`src/rtl/load_store_align_unit_pkg.sv`:
```
// Shared definitions for the load/store alignment unit: funct3 codes, FSM encoding, size masks.
// Also holds the funct3 legality check so the top and any future users agree on it.
package load_store_align_unit_pkg;

    localparam logic [2:0] F3_LB  = 3'b000;
    localparam logic [2:0] F3_LH  = 3'b001;
    localparam logic [2:0] F3_LW  = 3'b010;
    localparam logic [2:0] F3_LD  = 3'b011;
    localparam logic [2:0] F3_LBU = 3'b100;
    localparam logic [2:0] F3_LHU = 3'b101;
    localparam logic [2:0] F3_LWU = 3'b110;
    localparam logic [2:0] F3_SB  = 3'b000;
    localparam logic [2:0] F3_SH  = 3'b001;
    localparam logic [2:0] F3_SW  = 3'b010;
    localparam logic [2:0] F3_SD  = 3'b011;

    typedef enum logic [2:0] {
        ST_IDLE  = 3'd0,
        ST_CMD   = 3'd1,
        ST_WAIT  = 3'd2,
        ST_CMD2  = 3'd3,
        ST_WAIT2 = 3'd4,
        ST_RSP   = 3'd5
    } state_t;

    function automatic logic [7:0] size_mask(input logic [1:0] size);
        case (size)
            2'd0:    return 8'h01;
            2'd1:    return 8'h03;
            2'd2:    return 8'h0F;
            default: return 8'hFF;
        endcase
    endfunction

    function automatic logic funct3_illegal(input logic we, input logic [2:0] f3, input int xlen);
        if (we)
            return !((f3 == F3_SB) || (f3 == F3_SH) || (f3 == F3_SW) ||
                     ((f3 == F3_SD) && (xlen == 64)));
        if (f3 == 3'b111)
            return 1'b1;
        if ((xlen == 32) && ((f3 == F3_LD) || (f3 == F3_LWU)))
            return 1'b1;
        return 1'b0;
    endfunction

endpackage

```
`src/rtl/load_store_align_unit_load_extend.sv`:
```
// Combinational lane shift and sign/zero extension of load data; zero latency.
// No handshake: result follows data/offset/funct3 directly.
module load_extend
    import load_store_align_unit_pkg::*;
#(
    parameter int XLEN = 32
) (
    input  logic [XLEN-1:0]             data,
    input  logic [$clog2(XLEN/8)-1:0]   offset,
    input  logic [2:0]                  funct3,
    output logic [XLEN-1:0]             result
);

    logic [XLEN-1:0] shifted;

    always_comb begin
        shifted = data >> {offset, 3'b000};
        result  = shifted;
        case (funct3)
            F3_LB:   result = XLEN'(signed'(shifted[7:0]));
            F3_LH:   result = XLEN'(signed'(shifted[15:0]));
            F3_LW:   result = XLEN'(signed'(shifted[31:0]));
            F3_LBU:  result = XLEN'(shifted[7:0]);
            F3_LHU:  result = XLEN'(shifted[15:0]);
            F3_LWU:  result = XLEN'(shifted[31:0]);
            F3_LD:   result = shifted;
            default: result = shifted;
        endcase
    end

endmodule

```
`src/rtl/load_store_align_unit.sv`:
```
// MEM-stage load/store aligner: single outstanding access, load rsp >= 3 cycles, store >= 2, error 1.
// req_ready only in IDLE; mem_valid held stable until mem_ready. MISALIGNED_SPLIT_EN enables two-beat misaligned accesses.
module load_store_align_unit
    import load_store_align_unit_pkg::*;
#(
    parameter int XLEN   = 32,
    parameter int ADDR_W = 32
) (
    input  logic                clk,
    input  logic                rst,
    input  logic                req_valid,
    output logic                req_ready,
    input  logic                req_we,
    input  logic [2:0]          req_funct3,
    input  logic [ADDR_W-1:0]   req_addr,
    input  logic [XLEN-1:0]     req_wdata,
    output logic                mem_valid,
    input  logic                mem_ready,
    output logic [ADDR_W-1:0]   mem_addr,
    output logic                mem_we,
    output logic [XLEN/8-1:0]   mem_be,
    output logic [XLEN-1:0]     mem_wdata,
    input  logic                mem_rvalid,
    input  logic [XLEN-1:0]     mem_rdata,
    output logic                rsp_valid,
    output logic [XLEN-1:0]     rsp_data,
    output logic                rsp_err
);

    localparam int NB    = XLEN / 8;
    localparam int OFF_W = $clog2(NB);

    state_t              state, state_nxt;
    logic                we_q;
    logic [2:0]          f3_q;
    logic [ADDR_W-1:0]   addr_q;
    logic [XLEN-1:0]     wdata_q;
    logic [XLEN-1:0]     rsp_data_q;
    logic                rsp_err_q;

    logic                accept;
    logic [OFF_W-1:0]    req_off, off_q;
    logic [3:0]          req_bytes;
    logic                req_illegal, req_misal, req_err, req_split, split_q;
    logic [ADDR_W-1:0]   base_addr;
    logic [NB-1:0]       be_lo, be_hi;
    logic [XLEN-1:0]     wd_lo, wd_hi;
    logic [XLEN-1:0]     ext_data, ext_result;
    logic [OFF_W-1:0]    ext_off;

    assign accept      = req_valid && (state == ST_IDLE);
    assign req_off     = req_addr[OFF_W-1:0];
    assign req_bytes   = 4'd1 << req_funct3[1:0];
    assign req_illegal = funct3_illegal(req_we, req_funct3, XLEN);
    assign req_misal   = (req_off & OFF_W'(req_bytes - 4'd1)) != '0;
    assign off_q       = addr_q[OFF_W-1:0];
    assign base_addr   = {addr_q[ADDR_W-1:OFF_W], OFF_W'(0)};

`ifdef MISALIGNED_SPLIT_EN
    logic [2*NB-1:0]   be_wide;
    logic [2*XLEN-1:0] wd_wide;
    logic [2*XLEN-1:0] merged;
    logic [XLEN-1:0]   beat1_q;

    // Only accesses spilling past the word end need a second beat.
    assign req_split = req_misal && ((int'(req_off) + int'(req_bytes)) > NB);
    assign req_err   = req_illegal;
    assign be_wide   = (2*NB)'(size_mask(f3_q[1:0])) << off_q;
    assign wd_wide   = (2*XLEN)'(wdata_q) << {off_q, 3'b000};
    assign be_lo     = be_wide[NB-1:0];
    assign be_hi     = be_wide[2*NB-1:NB];
    assign wd_lo     = wd_wide[XLEN-1:0];
    assign wd_hi     = wd_wide[2*XLEN-1:XLEN];
    assign merged    = {mem_rdata, beat1_q} >> {off_q, 3'b000};
    assign ext_data  = (state == ST_WAIT2) ? merged[XLEN-1:0] : mem_rdata;
    assign ext_off   = (state == ST_WAIT2) ? '0 : off_q;
`else
    assign req_split = 1'b0;
    assign req_err   = req_illegal || req_misal;
    assign be_lo     = NB'(size_mask(f3_q[1:0])) << off_q;
    assign be_hi     = '0;
    assign wd_lo     = wdata_q << {off_q, 3'b000};
    assign wd_hi     = '0;
    assign ext_data  = mem_rdata;
    assign ext_off   = off_q;
`endif

    load_extend #(.XLEN(XLEN)) u_load_extend (
        .data   (ext_data),
        .offset (ext_off),
        .funct3 (f3_q),
        .result (ext_result)
    );

    always_ff @(posedge clk) begin
        if (rst)
            state <= ST_IDLE;
        else
            state <= state_nxt;
    end

    always_comb begin
        state_nxt = state;
        case (state)
            ST_IDLE:  if (req_valid) state_nxt = req_err ? ST_RSP : ST_CMD;
            ST_CMD:   if (mem_ready) state_nxt = !we_q ? ST_WAIT : (split_q ? ST_CMD2 : ST_RSP);
            ST_WAIT:  if (mem_rvalid) state_nxt = split_q ? ST_CMD2 : ST_RSP;
`ifdef MISALIGNED_SPLIT_EN
            ST_CMD2:  if (mem_ready) state_nxt = we_q ? ST_RSP : ST_WAIT2;
            ST_WAIT2: if (mem_rvalid) state_nxt = ST_RSP;
`endif
            ST_RSP:   state_nxt = ST_IDLE;
            default:  state_nxt = ST_IDLE;
        endcase
    end

    // Memory command is decoded from latched request state only, so it cannot glitch with req_*.
    always_comb begin
        req_ready = (state == ST_IDLE);
        rsp_valid = (state == ST_RSP);
        mem_valid = 1'b0;
        mem_we    = 1'b0;
        mem_addr  = '0;
        mem_be    = '0;
        mem_wdata = '0;
        if (state == ST_CMD) begin
            mem_valid = 1'b1;
            mem_we    = we_q;
            mem_addr  = base_addr;
            mem_be    = be_lo;
            mem_wdata = wd_lo;
        end else if (state == ST_CMD2) begin
            mem_valid = 1'b1;
            mem_we    = we_q;
            mem_addr  = base_addr + ADDR_W'(NB);
            mem_be    = be_hi;
            mem_wdata = wd_hi;
        end
    end

    always_ff @(posedge clk) begin
        if (rst) begin
            we_q       <= 1'b0;
            f3_q       <= '0;
            addr_q     <= '0;
            wdata_q    <= '0;
            split_q    <= 1'b0;
            rsp_data_q <= '0;
            rsp_err_q  <= 1'b0;
        end else begin
            rsp_data_q <= '0;
            rsp_err_q  <= 1'b0;
            if (accept) begin
                we_q      <= req_we;
                f3_q      <= req_funct3;
                addr_q    <= req_addr;
                wdata_q   <= req_wdata;
                split_q   <= req_split;
                rsp_err_q <= req_err;
            end
            if (((state == ST_WAIT) || (state == ST_WAIT2)) && (state_nxt == ST_RSP))
                rsp_data_q <= ext_result;
        end
    end

`ifdef MISALIGNED_SPLIT_EN
    always_ff @(posedge clk) begin
        if (rst)
            beat1_q <= '0;
        else if ((state == ST_WAIT) && mem_rvalid)
            beat1_q <= mem_rdata;
    end
`endif

    assign rsp_data = rsp_data_q;
    assign rsp_err  = rsp_err_q;

endmodule

```
`config.mk`:
```
export PLATFORM = sky130hd
export DESIGN_NAME = load_store_align_unit
export DESIGN_NICKNAME = d
export VERILOG_FILES = /design/src/rtl/load_store_align_unit_pkg.sv /design/src/rtl/load_store_align_unit_load_extend.sv /design/src/rtl/load_store_align_unit.sv
export SDC_FILE = /design/constraint.sdc
export NUM_CORES = 1
export LEC_CHECK = 0
export ABC_AREA = 1
export BUFFER_PORTS_ARGS = -buffer_cell sky130_fd_sc_hd__buf_2
export CORE_MARGIN = 2
export CORE_UTILIZATION = 49
export DETAILED_ROUTE_END_ITERATION = 10
export GPL_TIMING_DRIVEN = 0
export PLACE_DENSITY_LB_ADDON = 0.05
export SLEW_MARGIN = 40
export SYNTH_ARGS = -nofsm -noshare
export SYNTH_HDL_FRONTEND = slang
export SYNTH_SLANG_ARGS = --single-unit
```
`constraint.sdc`:
```
create_clock -name clk -period 1.9 [get_ports clk]
set_clock_uncertainty 0.2 [all_clocks]
set_input_delay 0.095 -clock clk [delete_from_list [all_inputs] [get_ports clk]]
set_output_delay 0.095 -clock clk [all_outputs]
set_load 0.02 [all_outputs]
```
==> metrics.md, run 1 <==
| Metric | Value |
|---|---|
| Outcome | complete, but fails checks |
| Violated checks | negative setup slack |
| Maximum vdd ir drop | just over 0.7 mV |
| Top-area cell type share of the netlist area | 35.1% |
| Initial DRT Pass Iterations | 7 |
| Post-Synth Adder-Cell Area | 0.211% |
| Final critical-path required period | between 2 and 2.5 ns |
| CTS tree | done |
| DRC errors left | 0 |
| Reg-to-reg critical path startpoint | state[0] |
| Post-route setup TNS | -8.09 ns |
| Top Family by Delay on Critical Path | simple AND/OR/NAND/NOR gates |
| Cells after Synth | ~930 |
| Critical Path AT | 1.93 ns |
| Crit. End Element | output port |
| Top-count cell post-synth | nand2_1 |
| Crit path kind | reg -> out |
| Tot Pwr | about 7 mW |
| # setup viols final | 78 |
| Count of input and output buffers | approximately 200 |
| PD cells | between 600 and 700 nW/um2 |
| CP cell instances | nand2_2 -> inv_1 -> nand3_1 -> nor2_4 -> nand3_2 -> nand2_1 -> inv_1 -> nor2_2 -> buf_6 |
| WHS Endpoint | rsp_data[26] |
| DP Cell Count | 1279 |
| Metal-1 WL | ~10 mm |
| Simple-Gate Fraction of Synth Area | roughly 30% |
| Die area | ~13000 um2 |
| Gr usage total | around 38% |
| Vias in the first global route | approximately 7800 |
| Final worst slack | -0.326 ns |
| Clock Latency Late Sink | roughly 0.36 ns |
| Number of max-cap violations | 0 |
| CP most frequent cell | inv_1 |
| Final hold violations | 0 |
| DR vias | 8760 |
| Share of cells above drive strength 1 | around two fifths |
| Area of the core | around 12000 um2 |
| Fin cells | roughly 1400 |
| Number of synthesized flops with an enable pin | 0 |
| Top FF cell, synth | dfxtp_1 |
| Pleak | 4.51 nW |
| Setup crit start kind | flip-flop |
| Slew Limit Fails | 0 |
| Cts bufs inserted | 9 |
| Slew margin rel. | 52.7% |
| Avg WL per Cell | around 21 um |
| Least-Margin Pin Slew | around 0.7 ns |
| Clock-pin slew on the worst setup and hold paths | approximately 0.080 ns |
| Post-Syn Area | 5930 um2 |
| Ys async rst share | 0% |
| Share of the yosys chip area belonging to registers | roughly a third |
| Crit path buffers/inverters | 3 |
| Area growth syn-to-layout | 71.4% |
| Die width | approximately 110 um |
| Worst r2r dst | wdata_q[24] |
| Nets | about 1400 |
| Hold Path Cell Cnt | 7 |
| Drt first-iter violations | 1094 |
| First-pass GRT wire length | about 39 mm |
| Leading area contributor after synthesis | dfxtp_1 |
| # rows | 40 |
| Largest net degree at the start of global routing | 19 |
| Top layer in use | met4 |
| CP max stage cell | dfxtp_2 |
| RSZ-0062 raised after global routing | true |
| Final antenna-violating net count | 0 |
| Largest cells by area after synthesis | dfxtp_1 (35%), nand2_1 (14%), o21ai_0 (8.7%) |
| Hpwl dp | 15.0 mm |
| CP Max Fanout | 4 |
| Max stage delay on crit path | 0.38 ns |
| Design area | ~10000 um2 |
| Die Ht | about 110 um |
| Clock root buffer | clkbuf_16 |
| Initial core utilization | ~50% |
| Number of synthesized register bits | between 100 and 150 |
| Flop-to-flop setup slack | -0.25 ns |
| GR Overflow Total | 0 |
| ANT cells | 0 |
| Fin util | between 80% and 90% |
| Main combinational cell family by area after synthesis | simple AND/OR/NAND/NOR gates |
| HP Class | in -> reg |
| Initial antenna violation count | 0 |
| Clock sink total | 104 |
| Syn_area_per_cell | 6.41 um2 |
| Via density | 6.09 |
| Min-delay src | mem_rdata[15] |
| Placed Area | between 7000 and 8000 um2 |
| Detail Route met2 WL | ~13 mm |
| Met3 wire len | 3.42 mm |
| GP Congestion | 0.964 |
| Post-synthesis xor/xnor area fraction | less than 1% |
| Ports | 210 |
| Synth warn | 0 |
| Deepest clock path buffer count | 2 |
| Netlist cell types | 36 |
| Mux cell area share after synthesis | 0% |
| Compound-Gate Fraction of Synth Area | 22.2% |
| Tcrit/Tclk final | 117% |
| Routed WL | roughly 30 mm |
| H-tree levels | 3 |
| FMAX | 449 MHz |
| Critical Path RT | about 1.6 ns |
| Synth top cells by count | nand2_1 (218), dfxtp_1 (104), o21ai_0 (103) |
| R2R depth | 8 |
## worst register-to-register path: stages, from the launching register on
cell,delay [ns]
dfxtp_2,0.34
buf_4,0.15
nor2_4,0.13
nand2_1,0.09
inv_2,0.13
nand2_4,0.12
clkbuf_2,0.21
o21ai_0,0.48
a21oi_1,0.16
## power by group
group | internal, mW | switching (mW) | leakage (nW)
logic | 0.968 | 1.56 | 3.50
registers | 2.37 | 0.219 | 0.868
clock network | 1.03 | 0.940 | 0.141
total | 4.37 | 2.72 | 4.51
## layout make-up
cell class | instances | area [um2]
timing repair buffer | 349 | 2770
multi-input combinational | 663 | 3940
inverter | 105 | 427
clock inverter | 4 | 52.6
tap | 147 | 184
buffer | 53 | 378
sequential | 104 | 2160
timing repair inverter | 1 | 11.3
fill | 665 | 1750
clock buffer | 12 | 236
## worst max path at each step
| stage | from | to | slack (ns) | depth (start not counted) |
|---|---|---|---|---|
| 3_3_place_gp | addr_q[2] | mem_addr[30] | -0.35 | 10 |
| 2_1_floorplan | state[0] | mem_wdata[24] | 0.09 | 5 |
| 5_1_grt | addr_q[10] | mem_addr[31] | -0.37 | 9 |
| 3_5_place_dp | addr_q[2] | mem_addr[30] | -0.33 | 10 |
| 6_report | addr_q[15] | mem_addr[31] | -0.33 | 9 |
| 4_1_cts | state[0] | mem_wdata[2] | -0.09 | 9 |
## stage by stage
| stage | setup slack, ns | hold WS (ns) |
|---|---|---|
| floorplan | 0.0906 | 0.0555 |
| global placement | -0.347 | 0.172 |
| detailed placement | -0.331 | 0.170 |
| CTS | -0.0942 | 0.109 |
| global route | -0.372 | 0.169 |
| finish | -0.326 | 0.127 |
## per-layer routing
metal / track usage (%) / vias up
met5: 0 / -
met4: 20.0 / 0
met3: 7.60 / 298
met2: 61.7 / 856
met1: 47.2 / 3871
li1: - / 3735
## sequential cells by signal (all words and copies together), names as in the netlist
signal	count
rsp_data	32
wdata_q	32
we_q	1
state	3
addr_q	32
f3_q	3
rsp_err	1
## kinds of logic after synthesis
| family | after synthesis |
|---|---|
| AOI/OAI and AO/OA | 242 |
| xor gates and xnor gates | 2 |
| adders and majority gates | 1 |
| buffers and inverters | 160 |
| DFF | 104 |
| other | 1 |
| and+or+nand+nor | 415 |
## cell usage in the layout (no fill, tap or decap), types with 4 or more instances in the layout
| master | count |
|---|---|
| dlygate4sd3_1 | 104 |
| buf_4 | 52 |
| nor2_4 | 32 |
| nor2_1 | 48 |
| buf_2 | 157 |
| nand3_1 | 58 |
| a211oi_2 | 11 |
| o21ai_4 | 4 |
| clkbuf_2 | 6 |
| inv_4 | 6 |
| dfxtp_4 | 16 |
| o22ai_2 | 6 |
| clkbuf_1 | 12 |
| o21ai_2 | 15 |
| nor2_2 | 25 |
| nand4_1 | 4 |
| inv_2 | 9 |
| clkbuf_16 | 10 |
| nand2_1 | 187 |
| nand3_2 | 19 |
| a21oi_2 | 6 |
| o211ai_1 | 6 |
| dfxtp_2 | 13 |
| buf_6 | 67 |
| o21ai_1 | 13 |
| o21ai_0 | 84 |
| nand2_2 | 23 |
| nand2_4 | 13 |
| dfxtp_1 | 75 |
| a21oi_1 | 86 |
| inv_1 | 88 |
| o22ai_4 | 5 |
## repair_timing
item                                    4_1_cts  5_1_grt
gates resized for setup                     263      157
endpoints found under the setup margin       65       82
pin swaps                                    25       33
setup buffers                                26       10
hold buffers                                104        1
hold endpoints to repair                     90        1
cloned                                        4        1
(Power assumes the default switching activity.)
==> inputs of run 2 (changes only) <==
ABC_AREA = not set   (was 1)
CTS_CLUSTER_DIAMETER = 40   (was not set)
==> run 2 against run 1 <==
  * Synthesized cell count down 22%
  * Synthesized area down 7.7%
  * The run now fails in 5_1_grt
==> metrics.md, run 2 <==
| Metric | Value |
|---|---|
| Failed at | 5_1_grt |
| Netlist cell types | 48 |
| Leading area contributor after synthesis | dfxtp_1 |
| Post-synthesis xor/xnor area fraction | approximately 1.9% |
| Synth top cells by count | nand2_1 (165), a21oi_1 (116), dfxtp_1 (104) |
| Share of the yosys chip area belonging to registers | a little under two fifths |
| Post-Syn Area | 5470 um2 |
| GP Congestion | ~0.9 |
| Top-count cell post-synth | nand2_1 |
| Number of synthesized register bits | 104 |
| Hpwl dp | between 10 and 15 mm |
| Clock root buffer | clkbuf_8 |
| Clock sink total | around 100 |
| Top-area cell type share of the netlist area | roughly two fifths |
| Worst_ep kind | primary output |
| Compound-Gate Fraction of Synth Area | a little under a fifth |
| Die Ht | about 110 um |
| Ys async rst share | 0% |
| Count of input and output buffers | a little over 200 |
| Cts bufs inserted | 9 |
| Mux cell area share after synthesis | between 7 and 8% |
| Ports | 210 |
| Synth warn | 0 |
| Largest net degree at the start of global routing | 18 |
| Number of synthesized flops with an enable pin | 0 |
| Stop err | [ERROR DPL-0038] Utilization greater than 100%, impossible to legalize |
| Die width | about 110 um |
| Outcome | stopped before the end |
| Post-Synth Adder-Cell Area | less than 1% |
| Syn_area_per_cell | ~7.5 um2 |
| H-tree levels | 3 |
| Top FF cell, synth | dfxtp_1 |
| Simple-Gate Fraction of Synth Area | roughly 28% |
| Initial core utilization | between 50% and 60% |
| Largest cells by area after synthesis | dfxtp_1 (38%), nand2_1 (11%), a21oi_1 (11%) |
| Main combinational cell family by area after synthesis | simple AND/OR/NAND/NOR gates |
| Cells after Synth | 726 |
| Worst Endpoint after GRT Repair | mem_addr[20] |
| Deepest clock path buffer count | 2 |
| # rows | 38 |
==> run 2: cell types whose count changed after synthesis, sizes merged, moves of 18 or more <==
cell,delta
a211oi,+18
inv,-98
o21ai,-104
clkbuf,+20
and2,+19
nor2,-50
nand3,-69
mux2i,+28
a21oi,+24
nand2,-58
==> run 2: what timing repair did <==
item	in CTS
cloned	7
resized for setup	346
endpoints found under the hold margin	103
buffers inserted	66
hold buffers	98
setup endpoints to repair	170
pin swaps	40
==> run 2: kinds of logic after synthesis <==
family	Yosys count
buf+inv	69
simple gates	322
fa+ha+maj	1
mux	40
other cells	1
xor+xnor	12
flops	104
compound gates	177
==> run 2: through the flow <==
step	instances	setup TNS, ns	setup WS [ns]	area (um2)
4_1_cts	1256	-14.77	-0.613	9940
2_1_floorplan	727	-0.942	-0.106	5730
3_5_place_dp	1073	-41.74	-0.426	6940
3_3_place_gp	1073	-37.59	-0.421	6940
==> inputs of run 3 (changes only) <==
CORE_UTILIZATION = 34   (was 49)
CTS_CLUSTER_DIAMETER = not set   (was 40)
PLACE_DENSITY_LB_ADDON = 0.15   (was 0.05)
==> run 3 against run 2 <==
  * The flow now finishes, with violations (negative setup slack)
  * Synthesized area stayed put
  * Synthesized cell count did not move
==> metrics.md, run 3 <==
| Metric | Value |
|---|---|
| Outcome | complete, but fails checks |
| Violated checks | negative setup slack |
| Slew margin rel. | ~58% |
| Die Ht | approximately 130 um |
| Least-Margin Pin Slew | 0.633 ns |
| Crit path kind | reg -> out |
| GR Overflow Total | 0 |
| Leading area contributor after synthesis | dfxtp_1 |
| Nets | 1225 |
| Tcrit/Tclk final | 130% |
| Worst setup path endpoint | mem_addr[23] |
| Via density | ~5.1 |
| Flop pwr share | 37.3% |
| Crit path depth | 8 |
| Fin cells | ~1300 |
| # setup viols final | 65 |
| DR vias | between 6000 and 7000 |
| Ys async rst share | 0% |
| Count of input and output buffers | around 200 |
| Worst hold slack | roughly 0.010 ns |
| Clock-pin slew on the worst setup and hold paths | approximately 0.07 ns |
| Cells after Synth | 726 |
| CP Max Fanout | 3 |
| Area growth syn-to-layout | 94.2% |
| Initial core utilization | between 30% and 40% |
| Vias in the first global route | approximately 6500 |
| Slew Limit Fails | 0 |
| Cts bufs inserted | 9 |
| RSZ-0062 raised after global routing | true |
| Combinational power share | roughly 35% |
| Crit. End Element | output port |
| Post-Syn Area | 5470 um2 |
| Largest cells by area after synthesis | dfxtp_1 (38%), nand2_1 (11%), a21oi_1 (11%) |
| Netlist cell types | 48 |
| Place WS | -0.536 ns |
| Number of max-cap violations | 0 |
| Deepest clock path buffer count | 2 |
| Worst r2r dst | state[2] |
| Setup crit start kind | flip-flop |
| Final antenna-violating net count | 0 |
| Critical Path AT | roughly 2.2 ns |
| CTS tree | done |
| Die width | 131 um |
| Synth warn | 0 |
| Most common cell after layout, fill and taps aside | nand2_1 |
| FMAX | roughly 400 MHz |
| Top FF cell, synth | dfxtp_1 |
| Switching share of power | approximately a third |
| Top-area cell type share of the netlist area | about two fifths |
| Max stage delay on crit path | 0.41 ns |
| Tot Pwr | roughly 6.7 mW |
| Share of cells above drive strength 1 | between 50% and 60% |
| Top Family by Delay on Critical Path | simple AND/OR/NAND/NOR gates |
| Initial DRT Pass Iterations | 5 |
| Syn_area_per_cell | ~7.5 um2 |
| Routed WL | 23.0 mm |
| DRC errors left | 0 |
| DP Cell Count | 1149 |
| # rows | 46 |
| Number of synthesized register bits | 104 |
| Die area | between 15000 and 20000 um2 |
| Initial antenna violation count | 1 |
| PD cells | around 630 nW/um2 |
| R2R depth | 6 |
| Drt first-iter violations | about 430 |
| Crit path launch | addr_q[13] |
| HP Class | in -> reg |
| Pint | 4.36 mW |
| Clock Latency Late Sink | 0.35 ns |
| Gr usage total | between 20% and 30% |
| Synth top cells by count | nand2_1 (165), a21oi_1 (116), dfxtp_1 (104) |
| Final critical-path required period | ~2.5 ns |
| CP cell instances | and4_1 -> buf_6 -> nand4_1 -> buf_4 -> buf_6 -> or4_4 -> a21oi_2 -> buf_4 |
| H-tree levels | 3 |
| Avg WL per Cell | 17.1 um |
| Flop-to-flop setup slack | -0.01 ns |
| Clock root buffer | clkbuf_16 |
| CP max stage cell | or4_4 |
| Share of power burned in the clock network | a little over a quarter |
| Final hold violations | 0 |
| Ports | between 200 and 250 |
| Largest net degree at the start of global routing | 19 |
| Critical Path RT | 1.60 ns |
| Pleak | ~4.2 nW |
| Psw | about 2.3 mW |
| Crit path buffers/inverters | 4 |
| Commonest non-fill, non-tap cells in the layout | nand2_1 (162), buf_2 (142), dlygate4sd3_1 (93) |
| Post-route setup TNS | -13.25 ns |
| Clock sink total | 104 |
| Top-count cell post-synth | nand2_1 |
| First-pass GRT wire length | approximately 34 mm |
| Share of the yosys chip area belonging to registers | 38.1% |
| Maximum vdd ir drop | between 0.4 and 0.5 mV |
| GP Congestion | approximately 0.85 |
| Hpwl dp | 14.2 mm |
| Reg-to-reg critical path startpoint | state[2] |
| Final worst slack | -0.571 ns |
| Area of the core | around 16000 um2 |
| Number of synthesized flops with an enable pin | 0 |
-- run 3: kinds of logic after synthesis --
kind of cell             synth area share, %
buffers and inverters                   5.79
AO/OA/AOI/OAI                           18.6
other                                 0.0685
multiplexers                            7.80
AND/OR/NAND/NOR                         27.5
XOR/XNOR                                1.92
adder cells (fa/ha/maj)                0.229
flip-flops                              38.1
-- run 3: metal layers --
layer	global-route usage (%)	routed length [um]	up-vias
met3	3.87	1100	54
met4	9.07	741	0
met2	42.6	11100	254
li1	-	-	3301
met5	0	0	-
met1	34.1	10000	3180
-- run 3: worst min-delay path by stage --
stage / from / to / slack [ns] / cells past startpoint
2_1_floorplan: req_addr[13] / addr_q[13] / 0.02 / 2
3_3_place_gp: req_addr[10] / addr_q[10] / 0.13 / 3
3_5_place_dp: req_addr[10] / addr_q[10] / 0.14 / 3
4_1_cts: mem_rdata[0] / rsp_data[0] / 0.009 / 4
5_1_grt: mem_rdata[5] / rsp_data[5] / 0.03 / 4
6_report: mem_rdata[0] / rsp_data[0] / 0.01 / 4
-- run 3: power by group through the flow --
| stage | Clock, mW | Sequential [mW] | Combinational [mW] |
|---|---|---|---|
| floorplan | 0 | 2.47 | 0.909 |
| global placement | 0 | 2.51 | 1.35 |
| detailed placement | 0 | 2.51 | 1.36 |
| CTS | 1.84 | 2.47 | 2.14 |
| global route | 1.92 | 2.50 | 2.52 |
| finish | 1.81 | 2.48 | 2.36 |
-- run 3: cell type report --
class / count / area, um2
clock inverter: 7 / 55.1
clock buffer: 9 / 225
tap: 216 / 270
fill: 1270 / 5200
inverter: 6 / 33.8
buffer: 56 / 614
antenna: 1 / 2.50
sequential: 104 / 2160
timing repair buffer: 386 / 3160
multi-input combinational: 556 / 4110
-- run 3: tightest hold or removal path, stage by stage --
cell and delay, ns:
buf_2 0.07, nor2b_1 0.11, a211oi_1 0.05, a211oi_1 0.18
-- run 3: repair_timing --
action | 4_1_cts | 5_1_grt
endpoints found under the setup margin | 170 | 116
hold buffers | 91 | 2
gates resized for setup | 353 | 118
gates cloned | 8 | 3
hold endpoints to repair | 91 | 2
buffers inserted | 66 | 15
pin swaps | 56 | 28
-- run 3: stage by stage --
step                util, %  cell area [um2]
floorplan                 -             5730
global placement       44.4             7030
detailed placement     44.5             7040
CTS                    63.7            10100
global route           67.1            10600
finish                 67.1            10600
